### src/rtl/manch_pkg.sv
// manch_pkg: shared Manchester encoder/receiver types and half-bit timing helpers
package manch_pkg;
  typedef enum logic [2:0] {IDLE, PREAMBLE, SYNC, DATA, GAP} state_e;
  function automatic int halfbit_clks(input int clk_freq, input int baudrate);
    return clk_freq / baudrate;
  endfunction
  function automatic int halfbit_cnt_w(input int halfbit);
    return $clog2(halfbit) + 1;
  endfunction
endpackage

### src/rtl/encoder_manch_if.sv
// encoder_manch_if: byte handshake in, Manchester line and status out
interface encoder_manch_if;
  logic [7:0] tx_data;
  logic       tx_valid;
  logic       tx_ready;
  logic       data_manch;
  logic       busy;
  modport master (output tx_data, tx_valid, input tx_ready, data_manch, busy);
  modport slave (input tx_data, tx_valid, output tx_ready, data_manch, busy);
endinterface

### src/rtl/manch_halfbit_timer.sv
// manch_halfbit_timer: one-cycle tick every HALFBIT clocks while enabled, restartable
module manch_halfbit_timer
  import manch_pkg::*;
#(
  parameter int HALFBIT = 81
) (
  input  logic clk,
  input  logic rst,
  input  logic en_i,
  input  logic restart_i,
  output logic tick_o
);
  localparam int CW = halfbit_cnt_w(HALFBIT);
  logic [CW-1:0] cnt_q, cnt_d;
  assign tick_o = en_i && (cnt_q == CW'(HALFBIT - 1));
  always_comb cnt_d = (restart_i || !en_i || tick_o) ? '0 : cnt_q + CW'(1);
  always_ff @(posedge clk or posedge rst)
    if (rst) cnt_q <= '0;
    else     cnt_q <= cnt_d;
endmodule

### src/rtl/encoder_manch.sv
// encoder_manch: byte-to-Manchester framer (preamble, sync, LSB-first data, idle gap)
module encoder_manch
  import manch_pkg::*;
#(
  parameter int CLK_FREQ      = 18_750_000,
  parameter int BAUDRATE      = 115200 * 2,
  parameter int PREAMBLE_BITS = 4,
  parameter int GAP_HALFBITS  = 4
) (
  input  logic clk,
  input  logic rst,
  encoder_manch_if.slave bus
);
  localparam int HALFBIT = halfbit_clks(CLK_FREQ, BAUDRATE);
  localparam int MAXC_PD = PREAMBLE_BITS > 8 ? PREAMBLE_BITS : 8;
  localparam int MAXC    = MAXC_PD > GAP_HALFBITS ? MAXC_PD : GAP_HALFBITS;
  localparam int BW      = $clog2(MAXC) + 1;

  if (HALFBIT < 2 || PREAMBLE_BITS < 1) begin : g_param_err
    $error("encoder_manch: HALFBIT must be >= 2 and PREAMBLE_BITS >= 1");
  end

  state_e        state_q, state_d;
  logic [BW-1:0] bit_q, bit_d;
  logic [7:0]    sh_q, sh_d;
  logic          half_q, half_d, line_q, line_d, busy_q, busy_d, rdy_q, rdy_d;
  logic          tick, accept, last, cur;

  assign accept = bus.tx_valid && rdy_q;

  manch_halfbit_timer #(.HALFBIT(HALFBIT)) u_timer (
    .clk       (clk),
    .rst       (rst),
    .en_i      (state_q != IDLE),
    .restart_i (accept),
    .tick_o    (tick)
  );

  assign cur  = state_q == PREAMBLE ? 1'b1 : state_q == DATA ? sh_q[0] : 1'b0;
  assign last = state_q == SYNC || bit_q == (state_q == PREAMBLE ? BW'(PREAMBLE_BITS - 1) :
                                             state_q == DATA     ? BW'(7) : BW'(GAP_HALFBITS - 1));

  // Line values are chosen one cycle ahead so data_manch stays a plain register.
  always_comb begin
    state_d = state_q;
    bit_d   = bit_q;
    sh_d    = sh_q;
    half_d  = half_q;
    line_d  = line_q;
    busy_d  = busy_q;
    if (accept) begin
      state_d = PREAMBLE;
      bit_d   = '0;
      sh_d    = bus.tx_data;
      half_d  = 1'b0;
      line_d  = 1'b0;
      busy_d  = 1'b1;
    end else if (state_q == GAP) begin
      if (tick) begin
        state_d = last ? IDLE : GAP;
        bit_d   = last ? '0 : bit_q + BW'(1);
        busy_d  = !last;
      end
    end else if (tick && !half_q) begin
      half_d = 1'b1;
      line_d = cur;
    end else if (tick) begin
      half_d = 1'b0;
      bit_d  = last ? '0 : bit_q + BW'(1);
      if (state_q == PREAMBLE) begin
        state_d = last ? SYNC : PREAMBLE;
        line_d  = last;
      end else if (state_q == SYNC) begin
        state_d = DATA;
        line_d  = ~sh_q[0];
      end else begin
        sh_d    = sh_q >> 1;
        state_d = !last ? DATA : GAP_HALFBITS == 0 ? IDLE : GAP;
        line_d  = last ? 1'b0 : ~sh_q[1];
        busy_d  = !last || GAP_HALFBITS != 0;
      end
    end
    rdy_d = state_d == IDLE;
  end

  always_ff @(posedge clk or posedge rst)
    if (rst) begin
      state_q <= IDLE;
      bit_q   <= '0;
      sh_q    <= '0;
      half_q  <= 1'b0;
      line_q  <= 1'b0;
      busy_q  <= 1'b0;
      rdy_q   <= 1'b0;
    end else begin
      state_q <= state_d;
      bit_q   <= bit_d;
      sh_q    <= sh_d;
      half_q  <= half_d;
      line_q  <= line_d;
      busy_q  <= busy_d;
      rdy_q   <= rdy_d;
    end

  assign bus.tx_ready   = rdy_q;
  assign bus.data_manch = line_q;
  assign bus.busy       = busy_q;
endmodule

### src/flat_wrapper.sv
// flat-port wrapper written by rule: the top's interface ports become plain ports
module encoder_manch_flat import manch_pkg::*;
#(
  parameter int CLK_FREQ      = 18_750_000,
  parameter int BAUDRATE      = 115200 * 2,
  parameter int PREAMBLE_BITS = 4,
  parameter int GAP_HALFBITS  = 4
)
  (clk, rst, bus_tx_data, bus_tx_valid, bus_tx_ready, bus_data_manch, bus_busy);
  encoder_manch_if bus_i ();
  input  logic clk;
  input  logic rst;
  input wire logic [$bits(bus_i.tx_data)-1:0] bus_tx_data;
  input wire logic [$bits(bus_i.tx_valid)-1:0] bus_tx_valid;
  output wire logic [$bits(bus_i.tx_ready)-1:0] bus_tx_ready;
  output wire logic [$bits(bus_i.data_manch)-1:0] bus_data_manch;
  output wire logic [$bits(bus_i.busy)-1:0] bus_busy;
  assign bus_i.tx_data = bus_tx_data;
  assign bus_i.tx_valid = bus_tx_valid;
  assign bus_tx_ready = bus_i.tx_ready;
  assign bus_data_manch = bus_i.data_manch;
  assign bus_busy = bus_i.busy;
  encoder_manch #(.CLK_FREQ(CLK_FREQ), .BAUDRATE(BAUDRATE), .PREAMBLE_BITS(PREAMBLE_BITS), .GAP_HALFBITS(GAP_HALFBITS)) u_core (.clk(clk), .rst(rst), .bus(bus_i));
endmodule
### config.mk
export PLATFORM = sky130hd
export DESIGN_NAME = encoder_manch_flat
export DESIGN_NICKNAME = d
export VERILOG_FILES = /design/src/rtl/manch_pkg.sv /design/src/rtl/encoder_manch_if.sv /design/src/rtl/manch_halfbit_timer.sv /design/src/rtl/encoder_manch.sv /design/src/flat_wrapper.sv
export SDC_FILE = /design/constraint.sdc
export NUM_CORES = 1
export LEC_CHECK = 0
export ABC_AREA = 1
export CAP_MARGIN = 10
export CORE_ASPECT_RATIO = 0.9
export CORE_MARGIN = 1
export CORE_UTILIZATION = 40
export CTS_BUF_LIST = sky130_fd_sc_hd__clkbuf_16
export CTS_CLUSTER_DIAMETER = 120
export CTS_CLUSTER_SIZE = 25
export DETAILED_ROUTE_END_ITERATION = 6
export PLACE_DENSITY = 0.64
export SYNTH_ARGS = -nofsm -noshare
export SYNTH_HDL_FRONTEND = slang
export SYNTH_SLANG_ARGS = --single-unit
### constraint.sdc
create_clock -name clk -period 4.3 [get_ports clk]
set_clock_uncertainty 0.1 [all_clocks]
set_input_delay 0.645 -clock clk [delete_from_list [all_inputs] [get_ports clk]]
set_output_delay 0.645 -clock clk [all_outputs]
set_load 0.01 [all_outputs]
==> results.sh <==
export IMPL_final_util_pct=49.1
export IMPL_grt_util_met1_pct=24.9
export IMPL_multi_input_area_sq_um=768
export IMPL_dr_pass1_iters=4
export IMPL_vias=1247
export IMPL_hold_buffers=0
export IMPL_power_uw=852
export IMPL_yosys_register_bits=27
export IMPL_worst_path_max_fanout=18
export IMPL_power_leakage_uw=0.000854
export IMPL_required_ps=4330
export IMPL_powerDensity_nw_per_um2=462
export IMPL_seq_power_share_pct=43.9
export IMPL_arrival_ps=2380
export IMPL_yosysUniqueCellTypes=30
export IMPL_synth_cells=201
export IMPL_max_freq_mhz=426
export IMPL_p_int_uw=564
export IMPL_clock_sinks=27
export IMPL_port_buffer_count=13
export IMPL_cts_tree="built"
export IMPL_hp_class="flop to flop"
export IMPL_drt_iter0_drc=83
export IMPL_start_util_pct=42.4
export IMPL_die_w_um=68.5
export IMPL_switching_share_pct=33.8
export IMPL_crit_path_end="u_core.bit_q[2]$_DFFE_PP0P_"
export IMPL_num_rows=21
export IMPL_grt_pass1_vias=1087
export IMPL_worstRegToRegCells=6
export IMPL_grt_max_degree=28
export IMPL_cp_startpoint="bus_tx_valid"
export IMPL_die_height_um=61.9
export IMPL_antenna_left=0
export IMPL_grt_ovfl_total=0
export IMPL_async_flop_share_pct=100
export IMPL_hold_viol=0
export IMPL_syn_area_sq_um=1590
export IMPL_met2_usage_pct=21.8
export IMPL_yosysSeqAreaShare_pct=42.4
export IMPL_status="finished, final reports clean"
export IMPL_cts_buffers=3
export IMPL_wl_per_cell_um=11.3
export IMPL_p_clk_share_pct=24.7
export IMPL_drive_gt1_share_pct=12.5
export IMPL_report_final_setup_viol=0
export IMPL_syn_to_final_growth_pct=15.8
export IMPL_p_sw_uw=288
export IMPL_cts_setup_buffers=0
export IMPL_syn_nets=215
export IMPL_hpwl_um=2240
export IMPL_synth_top_cell_by_area="dfrtp_1"
export IMPL_grt_busiest_layer="met1"
export IMPL_antenna_cells=0
export IMPL_r2r_end="u_core.bit_q[2]$_DFFE_PP0P_"
export IMPL_clkTransAtPathRegs_ps=70
export IMPL_root_buffer="clkbuf_16"
export IMPL_critPathKind="input port to flop"
export IMPL_rr_startpoint="u_core.bus.tx_ready$_DFF_PP0_"
export IMPL_yosys_area_top_type_share_pct=42.4
export IMPL_combPwrFrac_pct=31.4
export IMPL_grt_pass1_wl_um=4960
export IMPL_synth_most_common_cell="nand2_1"
export IMPL_synth_common_cells="nand2_1 (43), inv_1 (32), dfrtp_1 (27), nor2_1 (22), o21ai_0 (13)"
export IMPL_rrSetupSlack_ps=2360
export IMPL_wl_um=2960
export IMPL_regArea_sq_um=676
export IMPL_grt_util_all_layers_pct=16.5
export IMPL_fin_crit_ps=2350
export IMPL_die_area_sq_um=4240
export IMPL_endpoint_kind="flop"
export IMPL_tightest_slew_ps=1010
export IMPL_yosys_top_cells_area="dfrtp_1 (42%), nand2_1 (10%), inv_1 (7.5%), nor2_1 (5.2%), o21ai_0 (4.1%)"
export IMPL_rsz0062_at_grt="no"
export IMPL_clk_path_buf_depth=2
export IMPL_vdd_drop_max_mv=0.208
export IMPL_syn_avg_cell_area_sq_um=7.93
export IMPL_antenna_found_initial=0
export IMPL_drc=0
export IMPL_drv_cap=0
export IMPL_slew_viol_final=0
export IMPL_cp_start_kind="input port"
export IMPL_synth_edf_count=0
export IMPL_htree_levels=1
export IMPL_place_gp_congestion=0.867
export IMPL_ctsResizeCount=0
export IMPL_num_io_pins=14
export IMPL_routed_via_density=4.76
export IMPL_finalNetCount=231
export IMPL_core_area_sq_um=3760
export IMPL_clk_latency_ps=260
export IMPL_synth_flop_cell="dfrtp_1"
export IMPL_yosys_warnings=0
export IMPL_relSlewSlack_pct=32.6
export IMPL_finalCritPeriodShare_pct=54.6
export IMPL_fillers=389
export IMPL_fin_tns_setup_ps=0
export IMPL_met3_usage_pct=4.93
cells in the final DEF, fill, tap and decap left out:
| cell | n |
|---|---|
| nor3_1 | 6 |
| nor2_2 | 4 |
| a21oi_4 | 1 |
| a21boi_0 | 1 |
| nor2_4 | 1 |
| inv_2 | 3 |
| o21ai_0 | 13 |
| nor3b_1 | 2 |
| nand2_1 | 43 |
| o31ai_1 | 1 |
| xor2_1 | 3 |
| nor3_2 | 1 |
| nor2_1 | 22 |
| nand2_2 | 2 |
| nor2_8 | 1 |
| o21ai_4 | 1 |
| nand3_1 | 9 |
| dfrtp_1 | 27 |
| o21ai_1 | 1 |
| nand4_1 | 6 |
| a21oi_1 | 4 |
| inv_1 | 33 |
| clkbuf_16 | 3 |
| a21oi_2 | 7 |
| clkinv_1 | 1 |
| o211a_1 | 1 |
| clkdlybuf4s50_1 | 13 |
| nand3_2 | 1 |
| ha_1 | 3 |
| nand3_4 | 2 |
cells by family (layout without fill, tap and decap cells):
family / Yosys count / after routing / synth area share, %
DFF: 27 / 27 / 42.4
buffers and inverters: 38 / 53 / 9.42
AOI/OAI and AO/OA: 30 / 30 / 13.1
xor gates and xnor gates: 3 / 3 / 1.65
and+or+nand+nor: 100 / 100 / 31.1
adders and majority gates: 3 / 3 / 2.36
worst min path at each step:
stage,cells after the start,to,start,slack [ps]
6_report,2,u_core.sh_q[7]$_DFFE_PP0P_,u_core.sh_q[7]$_DFFE_PP0P_,370
5_1_grt,2,u_core.sh_q[7]$_DFFE_PP0P_,u_core.sh_q[7]$_DFFE_PP0P_,400
4_1_cts,2,u_core.sh_q[7]$_DFFE_PP0P_,u_core.sh_q[7]$_DFFE_PP0P_,380
3_5_place_dp,2,u_core.sh_q[7]$_DFFE_PP0P_,u_core.sh_q[7]$_DFFE_PP0P_,360
3_3_place_gp,2,u_core.sh_q[7]$_DFFE_PP0P_,u_core.sh_q[7]$_DFFE_PP0P_,360
2_1_floorplan,2,u_core.sh_q[7]$_DFFE_PP0P_,u_core.sh_q[7]$_DFFE_PP0P_,340
critical path: stages:
cell and delay, ps:
clkdlybuf4s50_1 410, nand2_2 220, clkinv_1 430, nor2_2 360
a21oi_4 130, nand4_1 80, o21ai_0 100
routing by layer:
metal / part of all wire, % / wire (um)
met3: 2.5 / 75
met5: 0 / 0
met4: 1.7 / 51
met2: 40 / 1190
met1: 55 / 1640
power groups by stage:
stage	sequential, uW	combinational, uW	clock [uW]
finish	374	268	211
detailed placement	378	270	0
floorplan	371	206	0
CTS	374	271	217
global placement	377	270	0
global route	381	310	225
state kept, by name (all words and copies together), names as in the netlist:
signal                 flops
u_core.u_timer.cnt_q       8
u_core.bus.data_manch      1
u_core.sh_q                8
u_core.bit_q               4
u_core.state_q             3
u_core.bus.tx_ready        1
u_core.half_q              1
u_core.bus.busy            1
final cells by class:
cell class / count / share of cell area [%]
multi-input cells: 136 / 41.6
flip-flops and latches: 27 / 36.6
inverters: 36 / 7.32
repair buffers: 13 / 7.05
clock buffers: 3 / 4.07
well taps: 46 / 3.12
clock inverters: 1 / 0.203
stage by stage:
stage	cells	cell area (sq um)	setup WS (ps)	hold slack, ps
CTS	262	1850	1940	377
floorplan	201	1590	2560	342
finish	262	1850	1950	374
global placement	258	1770	1760	358
detailed placement	258	1770	1670	361
global route	262	1850	1750	404
Power figures use the tool's default switching activity.
